--- src/rtl/vga_frame_scanner.sv ---
// 640x480@60 raster generator that reads a 2x-upscaled 320x240 12-bit frame buffer
// and realigns timing to its read latency. Optional colour bars: `define TEST_PATTERN_EN.
`timescale 1ns/1ps
module vga_frame_scanner #(
  parameter int H_ACTIVE   = 640,
  parameter int H_FP       = 16,
  parameter int H_SYNC     = 96,
  parameter int H_BP       = 48,
  parameter int V_ACTIVE   = 480,
  parameter int V_FP       = 10,
  parameter int V_SYNC     = 2,
  parameter int V_BP       = 33,
  parameter int FB_WIDTH   = 320,
  parameter int RD_LATENCY = 1
) (
  input  logic        clk25,
  input  logic        resetN,
  input  logic [11:0] fbData,
  input  logic        testPattern,
  output logic [16:0] fbAddr,
  output logic        fbRdEn,
  output logic [9:0]  xAddr,
  output logic [9:0]  yAddr,
  output logic [11:0] pixelOut,
  output logic        pixelValid,
  output logic        hSync,
  output logic        vSync,
  output logic        frameStart
);

  localparam int D       = RD_LATENCY + 2;
  localparam int H_TOTAL = H_ACTIVE + H_FP + H_SYNC + H_BP;
  localparam int V_TOTAL = V_ACTIVE + V_FP + V_SYNC + V_BP;

  localparam logic [9:0]  H_LAST = 10'(H_TOTAL - 1);
  localparam logic [9:0]  V_LAST = 10'(V_TOTAL - 1);
  localparam logic [9:0]  H_ACT  = 10'(H_ACTIVE);
  localparam logic [9:0]  V_ACT  = 10'(V_ACTIVE);
  localparam logic [9:0]  HS_BEG = 10'(H_ACTIVE + H_FP);
  localparam logic [9:0]  HS_END = 10'(H_ACTIVE + H_FP + H_SYNC);
  localparam logic [9:0]  VS_BEG = 10'(V_ACTIVE + V_FP);
  localparam logic [9:0]  VS_END = 10'(V_ACTIVE + V_FP + V_SYNC);
  localparam logic [16:0] FB_W   = 17'(FB_WIDTH);

  logic [9:0]  h_q, h_d, v_q, v_d;
  logic        active_c, hs_c, vs_c;
  logic [16:0] addr_c;
  logic [16:0] fb_addr_q;
  logic        fb_rd_q;
  // Index k holds the counter-derived value from k clocks ago; index D drives the pins.
  logic [D:1]       vld_pipe_q, hs_pipe_q, vs_pipe_q;
  logic [D:1][9:0]  x_pipe_q, y_pipe_q;
  logic [11:0] pix_src, pix_q;
  logic        fs_q;

  always_comb begin
    h_d = h_q + 10'd1;
    v_d = v_q;
    if (h_q == H_LAST) begin
      h_d = '0;
      v_d = (v_q == V_LAST) ? '0 : v_q + 10'd1;
    end
  end

  always_comb begin
    active_c = (h_q < H_ACT) && (v_q < V_ACT);
    hs_c     = !((h_q >= HS_BEG) && (h_q < HS_END));
    vs_c     = !((v_q >= VS_BEG) && (v_q < VS_END));
    // 2x upscale: each buffer pixel covers a 2x2 block of screen pixels.
    addr_c   = ({8'd0, v_q[9:1]} * FB_W) + {8'd0, h_q[9:1]};
  end

`ifdef TEST_PATTERN_EN
  localparam logic [9:0] BAR_W = 10'(H_ACTIVE / 8);
  logic [9:0] bar_c;

  always_comb begin
    bar_c   = x_pipe_q[D-1] / BAR_W;
    pix_src = fbData;
    if (testPattern) begin
      case (bar_c)
        10'd0:   pix_src = 12'hFFF;
        10'd1:   pix_src = 12'hFF0;
        10'd2:   pix_src = 12'h0FF;
        10'd3:   pix_src = 12'h0F0;
        10'd4:   pix_src = 12'hF0F;
        10'd5:   pix_src = 12'hF00;
        10'd6:   pix_src = 12'h00F;
        default: pix_src = 12'h000;
      endcase
    end
  end
`else
  logic unused_test_pattern;
  assign unused_test_pattern = testPattern;
  assign pix_src = fbData;
`endif

  always_ff @(posedge clk25 or negedge resetN) begin
    if (!resetN) begin
      h_q        <= '0;
      v_q        <= '0;
      fb_rd_q    <= 1'b0;
      fb_addr_q  <= '0;
      vld_pipe_q <= '0;
      hs_pipe_q  <= '1;
      vs_pipe_q  <= '1;
      x_pipe_q   <= '0;
      y_pipe_q   <= '0;
      pix_q      <= '0;
      fs_q       <= 1'b0;
    end else begin
      h_q        <= h_d;
      v_q        <= v_d;
      fb_rd_q    <= active_c;
      fb_addr_q  <= active_c ? addr_c : '0;
      vld_pipe_q <= {vld_pipe_q[D-1:1], active_c};
      hs_pipe_q  <= {hs_pipe_q[D-1:1], hs_c};
      vs_pipe_q  <= {vs_pipe_q[D-1:1], vs_c};
      x_pipe_q   <= {x_pipe_q[D-1:1], h_q};
      y_pipe_q   <= {y_pipe_q[D-1:1], v_q};
      // fbData for the stage D-1 pixel arrives now; capture it alongside the final stage.
      pix_q      <= vld_pipe_q[D-1] ? pix_src : '0;
      fs_q       <= vld_pipe_q[D-1] && (x_pipe_q[D-1] == '0) && (y_pipe_q[D-1] == '0);
    end
  end

  assign fbAddr     = fb_addr_q;
  assign fbRdEn     = fb_rd_q;
  assign xAddr      = x_pipe_q[D];
  assign yAddr      = y_pipe_q[D];
  assign pixelOut   = pix_q;
  assign pixelValid = vld_pipe_q[D];
  assign hSync      = hs_pipe_q[D];
  assign vSync      = vs_pipe_q[D];
  assign frameStart = fs_q;

endmodule

--- config.mk ---
export PLATFORM = sky130hd
export DESIGN_NAME = vga_frame_scanner
export DESIGN_NICKNAME = d
export VERILOG_FILES = /design/src/rtl/vga_frame_scanner.sv
export SDC_FILE = /design/constraint.sdc
export NUM_CORES = 1
export LEC_CHECK = 0
export BUFFER_PORTS_ARGS = -buffer_cell sky130_fd_sc_hd__buf_4
export CAP_MARGIN = 20
export CELL_PAD_IN_SITES_DETAIL_PLACEMENT = 1
export CELL_PAD_IN_SITES_GLOBAL_PLACEMENT = 1
export CORE_MARGIN = 3
export CORE_UTILIZATION = 41
export DETAILED_ROUTE_END_ITERATION = 12
export PLACE_DENSITY_LB_ADDON = 0.2
export RECOVER_POWER = 50
export SYNTH_ARGS = -nofsm -noshare
export SYNTH_HDL_FRONTEND = slang
export SYNTH_SLANG_ARGS = --single-unit
--- constraint.sdc ---
create_clock -name clk25 -period 2.44 [get_ports clk25]
set_input_delay 0.244 -clock clk25 [delete_from_list [all_inputs] [get_ports clk25]]
set_output_delay 0.244 -clock clk25 [all_outputs]
set_load 0.03 [all_outputs]
==> metrics.cfg <==
[floorplanning]
start_util_pct = 42.4
fp.dieH_um = 112
io_pins = 69
core-area_um2 = 10900
die_x_um = 112
dieArea_um2 = 12600
num_rows = 38

[timing]
skew_ns = 0.00681
hold_viol = 0
slew_headroom_pct = 39.6
setup_violations = 1
worst_pin_slew_ns = 0.906
rsz0062_at_grt = yes
fin_ws_ns = -0.0175
finalMaxSlewViolations = 0
period_share_pct = 101
fmax_mhz = 407
tns_ns = -0.0175
whs_ns = 0.0459
period_needed_ns = 2.46

[global_routing]
grt_pass1_wl_um = 18600
grt_antenna_before_repair = 0
grt.overflow.total = 0
grt_pass1_vias = 3517
grt_max_degree = 71
grt_usage_pct = 19.2

[setup_path]
cp.required_ns = 2.77
cp-start-kind = flop
crit_family = simple AND/OR/NAND/NOR gates
crit_arrival_ns = 2.79
worst-path-buf-inv = 1
endpoint_kind = flop
critPathSlowestCell = dfrtp_2
crit_chain = ha_4 > ha_4 > buf_4 > a211o_4 > and4_4 > or3_4 > or3_1 > a21oi_1
max_stage_delay_ns = 0.44
crit_top_cell = ha_4
crit_fanout = 4
critical_path_class = reg -> reg

[power_and_ir_drop]
pwr_density_cell_nw_per_um2 = 777
p_int_mw = 3.86
power_frac_comb_pct = 2.1
seq_power_share_pct = 41.2
ir_drop_v = 0.000423
power_leakage_nw = 2.97
clkPwrFrac_pct = 56.7
switching_share_pct = 20.2
p_sw_uw = 973

[synth]
synth_top_area_cell = dfrtp_1
ys_async_sr_fraction_pct = 100
synth_edf_count = 0
syn_nets = 398
synth-seq-area-share_pct = 64.5
ys_ff_latch = 119
synth_cells = 360
synth_area_um2 = 4630
synth.area.top_cells = dfrtp_1 61%, ha_1 5.7%, dfstp_2 3.4%, buf_4 3.2%, and2_1 2.7%
yosysWarnings = 0
synth_ff_type = dfrtp_1
synth_top_cell_area_share_pct = 61.0
yosysUniqueCellTypes = 53
avgSynthCellArea_um2 = 12.9

[run_status]
outcome = finished, violations left
violations = negative setup slack

[clock_tree]
clockRootBuffer = clkbuf_16
cts.reportedPaths.clkPinSlew_ns = 0.06
cts.sinks = 119
cts_tree = built
cts.path.max_buffers = 2
cts_buffers = 17
cts_max_level = 4
clk_latency_ns = 0.41

[routing]
avgRoutedWirePerCell_um = 18.3
ant_nets = 0
drt_iter0_markers = 98
viasPerCell = 5.09
drcViolationCount = 0
wl_um = 11000
firstDrtPassIters = 4
num_vias = 3073

[place]
dpl_cell_area_um2 = 5420
port_buffers = 67
numPlacedInstances = 570
hpwl_um = 7050
globalplace.congestion = 0.793

[worst_hold_path]
hold_path.class = in -> reg

[final_layout]
diodes = 0
fin_cells = 604
fin_nets = 489
syn_to_final_growth_pct = 34.2
final_util_pct = 56.9
design_area_um2 = 6220
drive_gt1_share_pct = 34.9

[run]
max_cap_viol_count = 0

## logic make-up after synthesis
| kind of cell | after synthesis | share of synthesized area [%] |
|---|---|---|
| compound gates | 43 | 6.24 |
| xor+xnor | 17 | 3.21 |
| fa+ha+maj | 23 | 6.54 |
| buf+inv | 36 | 4.94 |
| flops | 119 | 64.5 |
| mux | 1 | 0.216 |
| simple gates | 121 | 14.4 |
## worst paths after layout
kind	cells past startpoint	end	slack, ns	startpoint
max in group asynchronous	3	hs_pipe_q[1]	0.95	resetN
hold / removal	2	pixelOut[0]	0.05	fbData[0]
min in group asynchronous	2	pixelOut[0]	0.48	resetN
setup / recovery	8	fbAddr[14]	-0.02	v_q[4]
setup reg to reg	8	fbAddr[14]	-0.02	v_q[4]
hold reg to reg	0	y_pipe_q[11]	0.34	y_pipe_q[1]
## metrics by stage
step / setup slack (ns) / power [mW]
finish: -0.0175 / 4.83
global route: -0.138 / 5.00
global placement: -0.0737 / 2.12
floorplan: -0.00399 / 2.05
CTS: -0.0485 / 4.88
detailed placement: -0.115 / 2.13
## flip-flops by register name, summed over array words and instances (netlist names)
name / cells
v_q: 10
h_q: 10
hs_pipe_q: 3
vld_pipe_q: 3
xAddr: 10
vs_pipe_q: 3
pixelOut: 12
y_pipe_q: 20
yAddr: 10
frameStart: 1
x_pipe_q: 20
fbAddr: 17
## power groups by stage
stage	combinational, mW	sequential, mW	clock [mW]
finish	0.103	1.99	2.74
global route	0.115	1.99	2.90
CTS	0.108	1.99	2.79
detailed placement	0.106	2.02	0
global placement	0.102	2.02	0
floorplan	0.00668	2.04	0
## area by class of cell
cell class                      count  area [um^2]
Timing Repair Buffer               98          732
Clock buffer                       19          443
Tap cell                          140          175
Inverter                           10         37.5
Fill cell                        1121         4720
Sequential cell                   119         2990
Clock inverter                     13          203
Multi-Input combinational cell    205         1640
## synth_stat cells, types with 4 or more instances
| cell type | count |
|---|---|
| ha_1 | 21 |
| buf_4 | 20 |
| dfstp_2 | 6 |
| a21oi_1 | 7 |
| nand2b_1 | 5 |
| nand4_1 | 7 |
| o21ai_1 | 6 |
| clkbuf_1 | 4 |
| inv_1 | 9 |
| nor4_1 | 6 |
| nand2_1 | 19 |
| and2_1 | 20 |
| nor2_1 | 26 |
| nand3_1 | 9 |
| dfrtp_1 | 113 |
| o21ai_0 | 8 |
| xor2_1 | 9 |
| xnor2_1 | 8 |
| a21o_1 | 5 |
| nor3_1 | 6 |
## cells in the final DEF, fill, tap and decap left out, drive strengths merged, types with 2 or more instances in the layout
cell type / Yosys / routed
clkbuf: 4 / 24
nand2b: 5 / 5
dfrtp: 113 / 113
dfstp: 6 / 6
a211oi: 2 / 2
fa: 2 / 2
nor2: 26 / 26
nor3: 6 / 6
a2111oi: 2 / 2
bufinv: 0 / 5
a21o: 5 / 5
nand3: 9 / 9
xor2: 9 / 9
buf: 22 / 92
inv: 10 / 11
clkinvlp: 0 / 2
nand4: 7 / 7
o21ai: 14 / 14
nand3b: 2 / 2
ha: 21 / 21
and2: 20 / 20
nand2: 19 / 19
and3: 3 / 3
nor4: 8 / 8
or3: 4 / 4
or2: 3 / 3
nor2b: 2 / 2
a21oi: 7 / 7
xnor2: 8 / 8
clkinv: 0 / 5
o31ai: 3 / 3
and4: 3 / 3
## timing repair
item / 4_1_cts / 5_1_grt
pin swaps: 3 / 4
buffers inserted: 1 / 0
endpoints found under the setup margin: 4 / 4
hold endpoints to repair: 14 / 0
gates resized for setup: 9 / 10
hold buffers: 1 / 0
## metal layers
| layer | wire length (um) | track usage [%] |
|---|---|---|
| met5 | 0 | 0 |
| met4 | 152 | 7.69 |
| met3 | 496 | 5.01 |
| met2 | 5800 | 32.8 |
| met1 | 4590 | 23.2 |
No activity file was read; power rests on OpenSTA's default activity.
